File: src/rtl/ual_result_acc_if.sv
// Handshake/bus bundle between the UAL result producer, the result
// accumulator FIFO and its consumer. The producer/consumer side uses the
// master modport; the accumulator block uses the slave modport.
interface ual_result_acc_if #(
    parameter int DEPTH = 4,
    parameter int ACC_W = 12
);
    localparam int CW = $clog2(DEPTH) + 1;

    // producer side
    logic             in_valid;
    logic             in_ready;
    logic             op;
    logic [4:0]       sum;
    logic [7:0]       mult;
    logic             clear;
    // consumer side
    logic             out_valid;
    logic             out_ready;
    logic [7:0]       out_data;
    logic             out_op;
    // status
    logic [ACC_W-1:0] acc;
    logic             acc_sat;
    logic [CW-1:0]    count;

    modport master (
        output in_valid, op, sum, mult, clear, out_ready,
        input  in_ready, out_valid, out_data, out_op, acc, acc_sat, count
    );

    modport slave (
        input  in_valid, op, sum, mult, clear, out_ready,
        output in_ready, out_valid, out_data, out_op, acc, acc_sat, count
    );
endinterface

File: src/rtl/ual_result_acc.sv
// UAL result capture stage: valid/ready input into a DEPTH-entry FIFO,
// valid/ready output to a slower sink, plus a saturating running total
// of every accepted result with a sticky saturation flag.
module ual_result_acc #(
    parameter int DEPTH = 4,
    parameter int ACC_W = 12
) (
    input  logic              clk,
    input  logic              rst_n,
    ual_result_acc_if.slave   bus
);
    localparam int AW = $clog2(DEPTH);
    localparam int CW = AW + 1;
    localparam logic [ACC_W-1:0] ACC_MAX = {ACC_W{1'b1}};

    typedef struct packed {
        logic       op;
        logic [7:0] data;
    } entry_t;

    entry_t [DEPTH-1:0] mem_q;
    logic   [AW-1:0]    wr_ptr_q, rd_ptr_q;
    logic   [CW-1:0]    count_q, count_d;
    logic   [ACC_W-1:0] acc_q, acc_d;
    logic               sat_q, sat_d;

    logic               push, pop;
    logic [7:0]         res;
    logic [ACC_W-1:0]   acc_base;
    logic [ACC_W:0]     acc_sum;
    entry_t             head;

    // Ready depends only on registered occupancy: a full FIFO refuses even
    // when a pop happens in the same cycle.
    assign bus.in_ready  = (count_q != CW'(DEPTH));
    assign bus.out_valid = (count_q != '0);
    assign push          = bus.in_valid && bus.in_ready;
    assign pop           = bus.out_valid && bus.out_ready;

    assign res  = bus.op ? {3'b000, bus.sum} : bus.mult;
    assign head = bus.out_valid ? mem_q[rd_ptr_q] : '0;

    assign bus.out_data = head.data;
    assign bus.out_op   = head.op;
    assign bus.count    = count_q;
    assign bus.acc      = acc_q;
    assign bus.acc_sat  = sat_q;

    // Occupancy tracks push/pop; simultaneous push and pop leaves it unchanged.
    always_comb begin
        count_d = count_q;
        case ({push, pop})
            2'b10:   count_d = count_q + CW'(1);
            2'b01:   count_d = count_q - CW'(1);
            default: count_d = count_q;
        endcase
    end

    // Clear is applied before the add, so clear+push starts the total at res.
    always_comb begin
        acc_base = bus.clear ? '0 : acc_q;
        acc_sum  = {1'b0, acc_base} + (ACC_W+1)'(res);
        acc_d    = acc_base;
        sat_d    = bus.clear ? 1'b0 : sat_q;
        if (push) begin
            if (acc_sum > {1'b0, ACC_MAX}) begin
                acc_d = ACC_MAX;
                sat_d = 1'b1;
            end else begin
                acc_d = acc_sum[ACC_W-1:0];
            end
        end
    end

    // FIFO storage and pointers; pointers wrap naturally since DEPTH is 2^AW.
    always_ff @(posedge clk or negedge rst_n) begin
        if (!rst_n) begin
            mem_q    <= '0;
            wr_ptr_q <= '0;
            rd_ptr_q <= '0;
            count_q  <= '0;
        end else begin
            if (push) begin
                mem_q[wr_ptr_q] <= '{op: bus.op, data: res};
                wr_ptr_q        <= wr_ptr_q + AW'(1);
            end
            if (pop) begin
                rd_ptr_q <= rd_ptr_q + AW'(1);
            end
            count_q <= count_d;
        end
    end

    // Running total and sticky saturation flag.
    always_ff @(posedge clk or negedge rst_n) begin
        if (!rst_n) begin
            acc_q <= '0;
            sat_q <= 1'b0;
        end else begin
            acc_q <= acc_d;
            sat_q <= sat_d;
        end
    end
endmodule
File: src/flat_wrapper.sv
// flat-port wrapper written by rule: the top's interface ports become plain ports
module ual_result_acc_flat 
#(
    parameter int DEPTH = 4,
    parameter int ACC_W = 12
)
  (clk, rst_n, bus_in_valid, bus_op, bus_sum, bus_mult, bus_clear, bus_out_ready, bus_in_ready, bus_out_valid, bus_out_data, bus_out_op, bus_acc, bus_acc_sat, bus_count);
  ual_result_acc_if #(.DEPTH(DEPTH), .ACC_W(ACC_W)) bus_i ();
  input  logic clk;
  input  logic rst_n;
  input wire logic [$bits(bus_i.in_valid)-1:0] bus_in_valid;
  input wire logic [$bits(bus_i.op)-1:0] bus_op;
  input wire logic [$bits(bus_i.sum)-1:0] bus_sum;
  input wire logic [$bits(bus_i.mult)-1:0] bus_mult;
  input wire logic [$bits(bus_i.clear)-1:0] bus_clear;
  input wire logic [$bits(bus_i.out_ready)-1:0] bus_out_ready;
  output wire logic [$bits(bus_i.in_ready)-1:0] bus_in_ready;
  output wire logic [$bits(bus_i.out_valid)-1:0] bus_out_valid;
  output wire logic [$bits(bus_i.out_data)-1:0] bus_out_data;
  output wire logic [$bits(bus_i.out_op)-1:0] bus_out_op;
  output wire logic [$bits(bus_i.acc)-1:0] bus_acc;
  output wire logic [$bits(bus_i.acc_sat)-1:0] bus_acc_sat;
  output wire logic [$bits(bus_i.count)-1:0] bus_count;
  assign bus_i.in_valid = bus_in_valid;
  assign bus_i.op = bus_op;
  assign bus_i.sum = bus_sum;
  assign bus_i.mult = bus_mult;
  assign bus_i.clear = bus_clear;
  assign bus_i.out_ready = bus_out_ready;
  assign bus_in_ready = bus_i.in_ready;
  assign bus_out_valid = bus_i.out_valid;
  assign bus_out_data = bus_i.out_data;
  assign bus_out_op = bus_i.out_op;
  assign bus_acc = bus_i.acc;
  assign bus_acc_sat = bus_i.acc_sat;
  assign bus_count = bus_i.count;
  ual_result_acc #(.DEPTH(DEPTH), .ACC_W(ACC_W)) u_core (.clk(clk), .rst_n(rst_n), .bus(bus_i));
endmodule
File: config.mk
export PLATFORM = sky130hd
export DESIGN_NAME = ual_result_acc_flat
export DESIGN_NICKNAME = d
export VERILOG_FILES = /design/src/rtl/ual_result_acc_if.sv /design/src/rtl/ual_result_acc.sv /design/src/flat_wrapper.sv
export SDC_FILE = /design/constraint.sdc
export NUM_CORES = 1
export LEC_CHECK = 0
export BUFFER_PORTS_ARGS = -buffer_cell sky130_fd_sc_hd__buf_4
export CORE_ASPECT_RATIO = 2
export CORE_MARGIN = 4
export CORE_UTILIZATION = 45
export CTS_BUF_LIST = sky130_fd_sc_hd__clkbuf_16
export CTS_CLUSTER_SIZE = 12
export DETAILED_ROUTE_END_ITERATION = 6
export PLACE_DENSITY = 0.71
export REMOVE_ABC_BUFFERS = 1
export SKIP_CTS_REPAIR_TIMING = 1
export SYNTH_ARGS = -nofsm -noshare
export SYNTH_HDL_FRONTEND = slang
export SYNTH_SLANG_ARGS = --single-unit
File: constraint.sdc
create_clock -name clk -period 2.25 [get_ports clk]
set_input_delay 0.225 -clock clk [delete_from_list [all_inputs] [get_ports clk]]
set_output_delay 0.225 -clock clk [all_outputs]
set_load 0.005 [all_outputs]
==> summary.txt, run 1 <==
Worst r2r src = u_core.bus.acc[0]
Result of the run = finished, violations left
Cell area after synthesis = 3020 um2
Average wire per cell in the routed design = 15.4 um
Inserted Diodes = 0
Floorplan die width = 65.9 um
Antenna violations before repair = 0
Data required time of the critical path = 2420 ps
First element of the critical path = u_core.bus.acc[0]
Path type of the worst setup path = register to register
H-Tree Depth = 2
First-pass GRT wire length = 11.9 mm
Maximum buffer depth of the clock tree = 2
Peak Freq = 455 MHz
Gp weighted congestion = 0.869
1st-iter DRT viols = 102
Fraction of final layout cells with drive strength greater than 1 = 34.4%
Total core area = 6570 um2
Type of the tightest min-delay check = input pin to asynchronous set/reset pin
Share of synthesized area spent on multiplexers = 10.2%
I/O pin count = 46
Total GRT Usage = 18.9%
Violated checks = hold timing
Final-report max-slew violation count = 0
Setup skew after layout = 5.50 ps
Dominant combinational cell family by area after synthesis = simple AND/OR/NAND/NOR gates
Worst hold-check slack = -21.0 ps
Share of synthesized cell area in full adder, half adder and majority cells = 6.71%
Routed via count = 2401
Initial core utilization = 46.0%
Commonest register cell after synthesis = dfrtp_1
Via count of the first global-routing pass = 2572
Pin count of the biggest net entering global routing = 57
Number of clock buffers inserted by TritonCTS = 5
Setup crit start kind = register
Layout overhead on the synthesized area = 29.8%
Final critical-path setup slack = 50.7 ps
Clock root buffer master = clkbuf_16
Fraction of synthesized cell area in xor and xnor cells = 3.19%
Max-cap viol count = 0
Data arrival, critical path = 2370 ps
VDD IR-drop max = 571 uV
Clock period minus worst slack = 2200 ps
Setup repair after global routing missed its margin = yes
Synthesized instance count = 293
Static leakage = 0.00191 uW
Post-synthesis simple-gate area fraction = 15.5%
Most common cell after layout, fill and taps aside = buf_4
Hold violation count in the final report = 26
Worst Max-Slew Pin Slew = 748 ps
Global route overflow = 0
Share of the synthesized area in compound gates (AO/OA/AOI/OAI) = 13.4%
Final standard cell area without fillers = 3920 um2
Max_slew headroom = 49.8%
HPWL Detailed = 5.31 mm
Most frequent cells in the layout = buf_4 (82), dfrtp_1 (56), nand2_1 (45)
Total of flip-flops plus latches after synthesis = 56
WL final = 7.08 mm
Total Die Area = 8170 um2
EDFF count, synth = 0
CTS tree = done
PD cells = 1190 nW/um2
Mean instance size in the synthesized netlist = 10.3 um2
Share of flip-flops with an asynchronous set or reset = 100%
Total DRC errors in the routed layout = 0
Number of distinct library cells after synthesis = 45
Final #Nets = 406
Die height = 124 um
Yosys Warn Count = 0
Clock-pin transition on the worst setup and hold timing paths = 70 ps
Number of sinks on the clock net = 56
Iteration count of the initial detailed-routing pass = 4
Core Rows = 42
Type of destination of the critical path = register
Design Power = 4660 uW
Max Fanout on Critical Path = 5
Worst skew pair latency = 290 ps
Final worst-path cycle share = 97.7%
Remaining antenna violation count = 0
Sequential area share after synthesis = 46.4%
Mean number of vias per cell = 5.22
Standard cell area after detailed placement = 3680 um2
Total of buffers placed on input and output ports = 45
Post-Place Setup Slack = -165 ps
Finish-stage setup viols = 0
metrics by stage:
stage / hold WS, ps / cells / utilization [%] / TNS, ps
after detailed placement: 328 / 451 / 56.0 / -1490
final: -21.0 / 460 / 59.7 / 0
after CTS: 12.5 / 458 / 58.1 / -42.1
after floorplan: -70.6 / 280 / - / -20.2
after global routing: 46.1 / 460 / 59.7 / -342
after global placement: 319 / 451 / 56.0 / -835
flip-flops by register name, summed over array words and instances, names as in the netlist:
| signal | count |
|---|---|
| u_core.bus.acc | 12 |
| u_core.bus.acc_sat | 1 |
| u_core.bus.count | 3 |
| u_core.mem_q | 36 |
| u_core.rd_ptr_q | 2 |
| u_core.wr_ptr_q | 2 |
cells in the mapped netlist (all sizes together), types with 5 or more instances:
cell type	instances	area share (%)
nor2	8	0.99
a21oi	9	1.5
mux4	9	6.7
o21ai	38	6.3
mux2i	6	2.0
dfrtp	56	46
buf	9	2.1
and2	11	2.4
xnor2	6	1.7
xor2	5	1.4
nand2	49	6.4
nor2b	8	1.7
inv	16	2.0
nand2b	5	1.0
ha	13	5.4
path summary, 6_finish.rpt:
check	to	slack, ps	depth (start not counted)
worst max register to register	u_core.bus.acc[7]	50	9
worst min register to register	u_core.mem_q[31]	480	2
max in group asynchronous	u_core.mem_q[29]	1800	1
min in group clk	u_core.bus.acc[0]	290	4
worst max-delay path	u_core.bus.acc[7]	50	9
worst min-delay path	u_core.mem_q[33]	-20	1
area by class of cell:
type                       instances  area (um2)
fill                             556        2650
multi-input combinational        208        1560
sequential                        56        1400
timing repair buffer              85         649
clock buffer                       5         125
tap                               88         110
inverter                          16        60.1
clock inverter                     2        12.5
per-layer routing:
metal	share of wire, %	track usage, %	vias up
li1	-	-	1169
met1	37	21.2	1161
met2	57	35.4	61
met3	3.3	2.89	10
met4	2.1	6.23	0
met5	0	0	-
logic make-up after synthesis:
logic type,after synthesis
xor+xnor,11
simple gates,95
buf+inv,29
flops,56
compound gates,68
fa+ha+maj,15
mux,19
critical path, stage by stage (launching register included):
cell and delay, ps:
dfrtp_1 380, nor2b_4 140, ha_4 160, fa_2 380, a21o_1 210, a22oi_2 270, a21oi_4 130, buf_6 170
mux2i_1 130, nand3_1 100
report_power, final:
part	total, uW	switching, uW	internal (uW)
clock	755	350	405
sequential	1700	260	1440
combinational	2210	970	1240
total	4660	1580	3080
Power figures use the tool's default switching activity.
==> inputs of run 2 (changes only) <==
Settings changed: HOLD_SLACK_MARGIN set to 0.15.
==> summary.txt, run 2 (synthesis results as in run 1) <==
Iteration count of the initial detailed-routing pass = 4 (unchanged)
Global route overflow = 0 (unchanged)
Result of the run = complete, no violations
Data required time of the critical path = 2420 ps (about the same)
Final critical-path setup slack = 50.1 ps (-0.603 ps)
Setup skew after layout = 5.60 ps (+0.0981 ps)
Final worst-path cycle share = 97.8% (about the same)
Die height = 124 um (unchanged)
Inserted Diodes = 0 (unchanged)
Type of destination of the critical path = register
Switching power = 1580 uW (+0.14%)
Worst Max-Slew Pin Slew = 749 ps (+1.52 ps)
Clock-pin transition on the worst setup and hold timing paths = 70 ps (about the same)
Clock root buffer master = clkbuf_16
WL final = 7.08 mm (unchanged)
Finish-stage setup viols = 0 (unchanged)
Routed via count = 2398 (-0.12%)
Max-cap viol count = 0 (unchanged)
Register containing the most flip-flops in the final layout = u_core.mem_q
Hold violation count in the final report = 0 (-100%)
Core Rows = 42 (unchanged)
Max_slew headroom = 49.7% (-0.10 points)
Maximum buffer depth of the clock tree = 2 (unchanged)
Layout overhead on the synthesized area = 30.1%
Final-layout fill cell count = 559 (+0.54%)
Final #Nets = 407 (+0.25%)
VDD IR-drop max = 570 uV (about the same)
PD cells = 1190 nW/um2 (-0.18%)
Static leakage = 0.00191 uW (+0.22%)
Number of sinks on the clock net = 56 (unchanged)
Combinational power share = 47.4% (about the same)
Part of the total power dissipated in the clock network = 16.2% (about the same)
Setup repair after global routing missed its margin = yes
Path type of the worst setup path = register to register
Total Die Area = 8170 um2 (unchanged)
Mean number of vias per cell = 5.20 (-0.34%)
Peak Freq = 455 MHz (about the same)
CTS tree = done
Number of clock buffers inserted by TritonCTS = 5 (unchanged)
Average wire per cell in the routed design = 15.4 um (-0.22%)
Final standard cell area without fillers = 3930 um2 (+0.26%)
Max Fanout on Critical Path = 5 (unchanged)
Most frequent cells in the layout = buf_4 (82), dfrtp_1 (56), nand2_1 (45)
Remaining antenna violation count = 0 (unchanged)
Worst skew pair latency = 290 ps (about the same)
Total of buffers placed on input and output ports = 45 (unchanged)
Antenna violations before repair = 0 (unchanged)
H-Tree Depth = 2 (unchanged)
Via count of the first global-routing pass = 2572 (unchanged)
Clock period minus worst slack = 2200 ps (+0.603 ps)
Most common cell after layout, fill and taps aside = buf_4
Floorplan die width = 65.9 um (unchanged)
Total core area = 6570 um2 (unchanged)
Standard cell area after detailed placement = 3680 um2 (unchanged)
Setup crit start kind = register
1st-iter DRT viols = 81 (-21%)
Post-Place Setup Slack = -165 ps (unchanged)
Type of the tightest min-delay check = input pin to register
Gp weighted congestion = 0.869 (unchanged)
Initial core utilization = 46.0% (unchanged)
Relative contribution of sequential cells to total power = 36.4% (about the same)
Net switching fraction of the power = 33.9% (about the same)
First-pass GRT wire length = 11.9 mm (unchanged)
Pin count of the biggest net entering global routing = 57 (unchanged)
Design Power = 4660 uW (about the same)
HPWL Detailed = 5.31 mm (unchanged)
Fraction of final layout cells with drive strength greater than 1 = 34.3% (-0.092 points)
Data arrival, critical path = 2370 ps (about the same)
Total GRT Usage = 18.9% (unchanged)
Max reg flops = 36 (unchanged)
I/O pin count = 46 (unchanged)
Final-report max-slew violation count = 0 (unchanged)
Total DRC errors in the routed layout = 0 (unchanged)
Internal portion of total power = 3080 uW (about the same)
==> run 2: final cells by class <==
type                    instances  area (um2)  share of cell area (%)
clock buffers                   5         125                    3.18
clock inverters                 2        12.5                   0.318
inverters                      16        60.1                    1.53
multi-input cells             208        1560                    39.8
flip-flops and latches         56        1400                    35.6
well taps                      88         110                    2.80
repair buffers                 86         659                    16.8
==> run 2: per-layer routing <==
| metal | share of wire (%) | track usage, % | vias up |
|---|---|---|---|
| li1 | - | - | 1171 |
| met1 | 37 | 21.2 | 1154 |
| met2 | 57 | 35.4 | 59 |
| met3 | 3.3 | 2.89 | 14 |
| met4 | 2.4 | 6.23 | 0 |
| met5 | 0 | 0 | - |
==> run 2: metrics by stage <==
step	instances	hold slack, ps	TNS, ps	utilization, %
after floorplan	280	-70.6	-20.2	-
after global placement	451	319	-835	56.0
after detailed placement	451	328	-1490	56.0
after CTS	458	12.5	-42.1	58.1
after global routing	461	305	-342	59.8
final	461	286	0	59.8
==> run 2: critical path, cell delays in order, from the launching register on <==
cell     delay (ps)
dfrtp_1         380
nor2b_4         140
ha_4            160
fa_2            380
a21o_1          210
a22oi_2         270
a21oi_4         130
buf_6           170
mux2i_1         120
nand3_1         100
==> run 2: final timing paths <==
| path | from | to | slack (ps) | cells past startpoint |
|---|---|---|---|---|
| setup / recovery | u_core.bus.acc[0] | u_core.bus.acc[7] | 50 | 9 |
| min in group asynchronous | rst_n | u_core.bus.acc[9] | 530 | 2 |
| setup reg to reg | u_core.bus.acc[0] | u_core.bus.acc[7] | 50 | 9 |
| hold reg to reg | u_core.mem_q[31] | u_core.mem_q[31] | 480 | 2 |
| hold / removal | bus_clear | u_core.bus.acc[0] | 290 | 4 |
| max in group asynchronous | rst_n | u_core.mem_q[29] | 1250 | 2 |
==> run 2: power by group through the flow <==
stage	clock network (uW)	logic [uW]	registers, uW
finish	756	2210	1700
global route	811	2500	1750
CTS	771	2170	1700
detailed placement	0	2150	1720
global placement	0	2110	1700
floorplan	0	1220	1700
